$ cat src/rtl/regfile_defs.sv
// Shared definitions for the 2-read/1-write register file.
// Latency: n/a (constants and elaboration-time helpers only).
// Backpressure: n/a.
//
// Contents:
//   clog2()        - ceiling log2, used to size address buses from DEPTH
//   RF_RST_DATA    - value of storage and read-data registers under reset
//   RF_RST_VALID   - value of the read-valid flags under reset
package regfile_defs;

  // Ceiling log2 for elaboration-time sizing. DEPTH is always >= 2, so the
  // result is at least 1 and address buses never collapse to zero width.
  function automatic int clog2(input int n);
    int r;
    r = 0;
    for (int v = n - 1; v > 0; v = v >> 1) begin
      r = r + 1;
    end
    return r;
  endfunction

  localparam int   RF_RST_DATA  = 0;
  localparam logic RF_RST_VALID = 1'b0;

endpackage

$ cat src/rtl/regfile_rdport.sv
// One registered read port of the register file.
// Latency: 1 cycle from re to rdata/rvalid; one result per cycle when re is held.
// Backpressure: none; every request is answered, rdata holds when re=0.
//
// Ports:
//   clk, reset         rising-edge clock, async active-low reset
//   mem_flat           all DEPTH entries, entry i at [i*WIDTH +: WIDTH]
//   wr_en              write accepted this cycle (already range/zero/clr filtered)
//   waddr, wdata       write bus, used for the same-cycle bypass
//   clr                synchronous clear-all; a clearing cycle never bypasses
//   re, raddr          read request and address
//   rdata, rvalid      registered read result and its valid flag
module regfile_rdport
  import regfile_defs::*;
#(
  parameter int  WIDTH    = 16,
  parameter int  DEPTH    = 8,
  parameter bit  BYPASS   = 1'b1,
  parameter bit  ZERO_REG = 1'b0,
  localparam int AW       = clog2(DEPTH)
) (
  input  logic                   clk,
  input  logic                   reset,
  input  logic [DEPTH*WIDTH-1:0] mem_flat,
  input  logic                   wr_en,
  input  logic [AW-1:0]          waddr,
  input  logic [WIDTH-1:0]       wdata,
  input  logic                   clr,
  input  logic                   re,
  input  logic [AW-1:0]          raddr,
  output logic [WIDTH-1:0]       rdata,
  output logic                   rvalid
);

  // One extra bit so DEPTH itself is representable when DEPTH is a power of two.
  localparam logic [AW:0] DEPTH_W = DEPTH[AW:0];

  logic             in_range;
  logic             zero_hit;
  logic             byp_hit;
  logic [WIDTH-1:0] stored;
  logic [WIDTH-1:0] rd_src;

  always_comb begin
    in_range = ({1'b0, raddr} < DEPTH_W);
    zero_hit = ZERO_REG && (raddr == '0);
    // wr_en already excludes clr; clr is repeated here so the bypass can
    // never leak data through a clearing edge even if wr_en's meaning changes.
    byp_hit  = BYPASS && wr_en && !clr && (waddr == raddr);

    // Explicit compare mux rather than a variable part-select: DEPTH need not
    // be a power of two, so raddr can point past the end of mem_flat.
    stored = '0;
    for (int i = 0; i < DEPTH; i++) begin
      if (raddr == i[AW-1:0]) begin
        stored = mem_flat[i*WIDTH +: WIDTH];
      end
    end

    if (!in_range) begin
      rd_src = '0;
    end else if (zero_hit) begin
      rd_src = '0;
    end else if (byp_hit) begin
      rd_src = wdata;
    end else begin
      rd_src = stored;
    end
  end

  always_ff @(posedge clk or negedge reset) begin
    if (!reset) begin
      rdata  <= WIDTH'(RF_RST_DATA);
      rvalid <= RF_RST_VALID;
    end else begin
      rvalid <= re;
      if (re) begin
        rdata <= rd_src;
      end
    end
  end

endmodule

$ cat src/rtl/regfile_2r1w.sv
// Parametrised register file: DEPTH x WIDTH, one write port, two registered read ports.
// Latency: writes visible to reads on the next edge (or same edge with BYPASS=1); reads 1 cycle.
// Backpressure: none; writes and reads are accepted every cycle, dropped writes are silent.
//
// Ports:
//   clk, reset                      rising-edge clock, async active-low reset
//   we, waddr, wdata                write port (dropped if waddr>=DEPTH or entry 0 with ZERO_REG)
//   clr                             synchronous clear of all entries and dirty; beats we
//   re_a, raddr_a, rdata_a, rvalid_a  read port A
//   re_b, raddr_b, rdata_b, rvalid_b  read port B
//   dirty                           bit i set once entry i is written, cleared by reset/clr
module regfile_2r1w
  import regfile_defs::*;
#(
  parameter int  WIDTH    = 16,
  parameter int  DEPTH    = 8,
  parameter bit  BYPASS   = 1'b1,
  parameter bit  ZERO_REG = 1'b0,
  localparam int AW       = clog2(DEPTH)
) (
  input  logic             clk,
  input  logic             reset,
  input  logic             we,
  input  logic [AW-1:0]    waddr,
  input  logic [WIDTH-1:0] wdata,
  input  logic             clr,
  input  logic             re_a,
  input  logic [AW-1:0]    raddr_a,
  output logic [WIDTH-1:0] rdata_a,
  output logic             rvalid_a,
  input  logic             re_b,
  input  logic [AW-1:0]    raddr_b,
  output logic [WIDTH-1:0] rdata_b,
  output logic             rvalid_b,
  output logic [DEPTH-1:0] dirty
);

  localparam logic [AW:0] DEPTH_W = DEPTH[AW:0];

  logic                   waddr_ok;
  logic                   wr_en;
  logic [DEPTH*WIDTH-1:0] mem_flat;

  // A write lands only if it is in range, not aimed at a hardwired-zero
  // entry, and not overridden by a clear in the same cycle.
  always_comb begin
    waddr_ok = ({1'b0, waddr} < DEPTH_W) && !(ZERO_REG && (waddr == '0));
    wr_en    = we && !clr && waddr_ok;
  end

  // Each entry keeps its own data and dirty flop so there is exactly one
  // process driving each storage bit.
  for (genvar i = 0; i < DEPTH; i++) begin : g_entry
    localparam logic [AW-1:0] IDX = AW'(i);

    logic [WIDTH-1:0] q;
    logic             d;
    logic             sel;

    assign sel = wr_en && (waddr == IDX);

    always_ff @(posedge clk or negedge reset) begin
      if (!reset) begin
        q <= WIDTH'(RF_RST_DATA);
        d <= 1'b0;
      end else if (clr) begin
        q <= '0;
        d <= 1'b0;
      end else if (sel) begin
        q <= wdata;
        d <= 1'b1;
      end
    end

    assign mem_flat[i*WIDTH +: WIDTH] = q;
    assign dirty[i]                   = d;
  end

  regfile_rdport #(
    .WIDTH    (WIDTH),
    .DEPTH    (DEPTH),
    .BYPASS   (BYPASS),
    .ZERO_REG (ZERO_REG)
  ) u_rdport_a (
    .clk      (clk),
    .reset    (reset),
    .mem_flat (mem_flat),
    .wr_en    (wr_en),
    .waddr    (waddr),
    .wdata    (wdata),
    .clr      (clr),
    .re       (re_a),
    .raddr    (raddr_a),
    .rdata    (rdata_a),
    .rvalid   (rvalid_a)
  );

  regfile_rdport #(
    .WIDTH    (WIDTH),
    .DEPTH    (DEPTH),
    .BYPASS   (BYPASS),
    .ZERO_REG (ZERO_REG)
  ) u_rdport_b (
    .clk      (clk),
    .reset    (reset),
    .mem_flat (mem_flat),
    .wr_en    (wr_en),
    .waddr    (waddr),
    .wdata    (wdata),
    .clr      (clr),
    .re       (re_b),
    .raddr    (raddr_b),
    .rdata    (rdata_b),
    .rvalid   (rvalid_b)
  );

endmodule

$ cat config.mk
export PLATFORM = sky130hd
export DESIGN_NAME = regfile_2r1w
export DESIGN_NICKNAME = d
export VERILOG_FILES = /design/src/rtl/regfile_defs.sv /design/src/rtl/regfile_rdport.sv /design/src/rtl/regfile_2r1w.sv
export SDC_FILE = /design/constraint.sdc
export NUM_CORES = 1
export LEC_CHECK = 0
export ABC_CLOCK_PERIOD_IN_PS = 2700
export BUFFER_PORTS_ARGS = -buffer_cell sky130_fd_sc_hd__buf_2
export CAP_MARGIN = 10
export CORE_MARGIN = 2
export CORE_UTILIZATION = 40
export CTS_BUF_LIST = sky130_fd_sc_hd__clkbuf_16
export DETAILED_ROUTE_END_ITERATION = 6
export GPL_TIMING_DRIVEN = 0
export SLEW_MARGIN = 10
export SYNTH_ARGS = -nofsm -noshare
export SYNTH_HDL_FRONTEND = slang
export SYNTH_SLANG_ARGS = --single-unit
export TNS_END_PERCENT = 10
$ cat constraint.sdc
create_clock -name clk -period 2.7 [get_ports clk]
set_input_delay 0.135 -clock clk [delete_from_list [all_inputs] [get_ports clk]]
set_output_delay 0.135 -clock clk [all_outputs]
set_load 0.05 [all_outputs]
Word level (Yosys, flattened, before mapping)
Index checks and enable logic that the tools add are counted.
Storage, ports and cells
  flip-flop bits (word level): 170
  latch bits: 0
  RAM bits: 0
  memory bits (read-only): 0
  memories kept: 0
Operators by class
  add/sub/neg operators: 0
  multiply operators: 0
  div/mod/pow operators: 0
  $lt $le $gt $ge: 0
  equality and inequality tests: 23
  shift-type cells: 0
  multiplexer cells: 50
  bitwise operators: 0
  reductions and logical operators: 24
Operators with widths (count)
  16-bit 2-to-1 mux: 34
  3-bit equality test (second input constant): 12
  3-bit by 2-bit equality test with 1-bit output (second input constant): 6
  1-bit 2-to-1 mux: 16
  2-bit nonzero test: 8
  1-bit logical AND: 12
  3-bit by 1-bit equality test with 1-bit output (second input constant): 3
  3-bit logical NOT: 3
  3-bit equality test: 2
  1-bit logical NOT: 1

Logic depth before layout (Yosys ltp)
  word-level depth: 10
  mapped depth: 8
  gate-level depth less buffers: 5

By module
From an unflattened synthesis, not the netlist that was laid out.
Unflattened totals
  cell total of the unflattened synthesis: 1112
  area, all modules: 9840.7 um^2
Modules (own cells, without submodules)
  regfile_2r1w: instances 1, cells an instance 644, area each 5926.9 um^2, sequential area each 3403.3 um^2
  regfile_rdport: instances 2, cells an instance 234, area each 1956.9 um^2, sequential area each 425.4 um^2

Least setup slack after synthesis
No wires, ideal clock.
  kind: input -> register
  start point: input port raddr_a[1]
  end point: register u_rdport_a.rdata[0]
  arrival: 1256 ps
  required time: 2582 ps
  slack: 1326 ps
  stages on the path: 6
  path buffers: 2
  cell sequence: buf_2 -> buf_6 -> mux2_2 -> a221oi_1 -> a21oi_1 -> a21o_1
On the way
  longest elaborated chain between the ends: 10
RTL lines
  from (decl): RTL line regfile_2r1w.sv:28  | input logic [AW-1:0] raddr_a,
  3-bit logical NOT: RTL line regfile_rdport.sv:55  | if (raddr == i[AW-1:0]) begin
  16-bit 2-to-1 mux (8 in series): RTL line regfile_rdport.sv:55
  16-bit 2-to-1 mux (*): RTL line regfile_rdport.sv:64  | end else if (byp_hit) begin
  to (signal assigned): RTL line regfile_rdport.sv:73  | rdata <= WIDTH'(RF_RST_DATA);
  to (signal assigned): RTL line regfile_rdport.sv:78  | rdata <= rd_src;
  to (decl): RTL line regfile_rdport.sv:31  | output logic [WIDTH-1:0] rdata,
Mark *: on every way between the ends. The rest lies on a longest branch, timed or not.
A chain may end at the register's enable or synchronous reset.

==> run_results.csv <==
group,metric,value,unit
run_status,status,"complete, but fails checks",
run_status,violations,"design-rule violations",
synthesis,ys_ff_latch,170,
clock_network,cts_sinks,170,
placement,place_congestion,0.9644,
drt,dr.pass1.iters,7,
setup_path,start_kind,"input port",
floorplanning,dieArea,25050,um2
synthesis,synth_area_per_cell,9.084,um2
final_layout,final_util,0.4632,
synthesis,syn_area,9520,um2
global_route,grt_overflow,0,
synthesis,ys_seq_area_frac,0.4468,
power,max-vdd-ir-drop,302.1,uV
setup_path,required,3080,ps
setup_path,critPathKind,"input port to register",
sta,hold_slack,44.48,ps
clock_network,cts_tree,"built",
synthesis,syn-num-nets,1079,
power,power_leakage,4.675,nW
job,maxCapViolCount,0,
global_route,antenna_found_initial,0,
final_layout,area_growth,13.85,%
power,power.share.combinational,0.137,
sta,setup_ws,554.7,ps
power,p_per_area,560.0,nW/um2
drt,drc_errors,3,
power,swShare,0.3013,
drt,wire_per_inst,23.07,um
synthesis,synth_edf_count,0,
floorplanning,initial_utilization,0.4068,
sta,slew_violations,0,
global_route,grt_pass1_wl,50690,um
synthesis,synthCells,1048,
global_route,grtUsageTotal,0.2768,
power,p_int,4.241,mW
drt,routed_wl,33500,um
clock_network,cts.path.max_buffers,2,
drt,dr.first_iter.drc_count,1056,
setup_path,cp.arrival,2530,ps
setup_path,endpoint_kind,"register",
synthesis,yosysMostFrequentCell,"nand2_1",
synthesis,ys.flop_type,"dfrtp_1",
setup_path,critPathMaxFanout,9,
final_layout,nets,1151,
sta,rsz0062_at_grt,"no",
floorplanning,die_w,158.3,um
synthesis,yosysTopAreaCellShare,0.4468,
placement,dp_hpwl,24970,um
min_path,min_path_type,"input port to register",
global_route,grt_max_degree,101,
power,finalPower,6.069,mW
placement,post-place-ws,757.1,ps
final_layout,final_cells,1452,
sta,hold_viol,0,
placement,dp_cells,1417,
sta,relSlewSlack,0.4009,
synthesis,async_flop_share,1.000,
drt,detail-route-antenna-nets,0,
drt,vias,8452,
final_layout,final_area,10840,um2
placement,place_area,10200,um2
clock_network,cts-root-buf,"clkbuf_16",
synthesis,yosys_warnings,0,
synthesis,synth_commonest_cells,"nand2_1 (210), dfrtp_1 (170), a21oi_1 (160)",
final_layout,antennaDiodeCount,0,
sta,worst_pin_slew,898.7,ps
clock_network,htreeDepth,4,
sta,finalCriticalPeriod,2145,ps
floorplanning,rows,56,
sta,fmax,466.1,MHz
sta,finalSetupViolCount,0,
final_layout,drive_above_1_share,0.1730,
sta,fin_setup_tns,0,ps
clock_network,insertion_delay,450,ps
sta,clock_skew,10.82,ps
power,power_frac_seq,0.437,
synthesis,yosysTopAreaCell,"dfrtp_1",
floorplanning,coreArea,23400,um2
floorplanning,ios,73,
clock_network,numCtsBuffers,17,
floorplanning,fp.dieH,158.3,um
clock_network,path_clk_slew,80,ps
synthesis,synth_cell_types,47,
global_route,grt_pass1_vias,8027,
placement,place.port_buffers,49,
drt,avgViaCountPerCell,5.821,
power,p_sw,1.829,mW
synthesis,netlist_top_cells_area,"dfrtp_1 (45%), a21oi_1 (8.4%), nand2_1 (8.3%)",
power,p_clk_frac,0.425,
sta,fin_crit_sh,0.7946,
[kinds of logic after synthesis]
logic type,count (synthesis),synth area share
AOI/OAI and AO/OA,288,0.1756
xor gates and xnor gates,6,0.005520
buffers and inverters,138,0.07609
DFF,170,0.4468
muxes,100,0.1364
and+or+nand+nor,346,0.1595
[power by group through the flow]
stage	Sequential [mW]	Clock [mW]	Combinational, mW
after floorplan	2.81	0	0.412
after global placement	2.70	0	0.810
after detailed placement	2.70	0	0.819
after CTS	2.65	2.60	0.825
after global routing	2.66	2.71	0.887
final	2.65	2.58	0.832
[per-layer routing]
| metal | track usage | share of wire | up-vias | wire length, um |
|---|---|---|---|---|
| li1 | - | - | 3781 | - |
| met1 | 0.3983 | 0.43 | 4132 | 14480 |
| met3 | 0.05253 | 0.097 | 68 | 3234 |
| met5 | 0 | 0 | - | 0 |
| met4 | 0.09781 | 0.027 | 0 | 906 |
| met2 | 0.4182 | 0.44 | 471 | 14880 |
[placed cells by master, fill, tap and decap left out, types with 10 or more instances in the layout]
cell,count
nand2b_1,15
inv_1,28
buf_2,86
a21o_1,10
o21ai_0,44
mux4_2,23
nand2_1,210
clkbuf_16,17
o22ai_1,22
a21oi_1,160
buf_4,28
nand3_1,40
o221ai_1,12
dfrtp_1,170
nor2_1,46
clkbuf_1,33
mux2i_1,69
[state kept, by name, summed over array words and instances (netlist names)]
register and flops:
u_rdport_b.rdata 16, u_rdport_b.rvalid 1, g_entry.d 8, g_entry.q 128, u_rdport_a.rvalid 1, u_rdport_a.rdata 16
[what timing repair did]
item | 4_1_cts | 5_1_grt
hold buffers | 3 | 0
buffers inserted | 0 | 0
hold endpoints to repair | 72 | 0
resized for setup | 0 | 0
[final timing paths]
| kind | start | endpoint | slack (ps) | depth (start not counted) |
|---|---|---|---|---|
| setup / recovery | re_a | u_rdport_a.rdata[3] | 550 | 7 |
| max in group asynchronous | reset | g_entry[5].q[13] | 1550 | 3 |
| hold / removal | wdata[14] | u_rdport_a.rdata[14] | 40 | 3 |
| hold reg to reg | u_rdport_a.rdata[12] | u_rdport_a.rdata[12] | 480 | 1 |
| min in group asynchronous | reset | g_entry[1].q[7] | 230 | 2 |
| setup reg to reg | g_entry[7].q[14] | u_rdport_b.rdata[14] | 1080 | 5 |
[worst max-delay path, stage by stage]
cell,delay (ps)
dlygate4sd3_1,530
buf_2,110
clkbuf_1,440
clkinv_1,510
nor2_1,530
o21ai_0,160
nand3_1,120
[cell type report]
class / instances / area [um2]
tap: 319 / 399.1
fill: 2316 / 12560
timing repair buffer: 53 / 312.8
sequential: 170 / 4254
inverter: 29 / 108.9
clock inverter: 15 / 181.4
buffer: 109 / 615.6
multi-input combinational: 740 / 4542
clock buffer: 17 / 425.4
(Power assumes the default switching activity.)
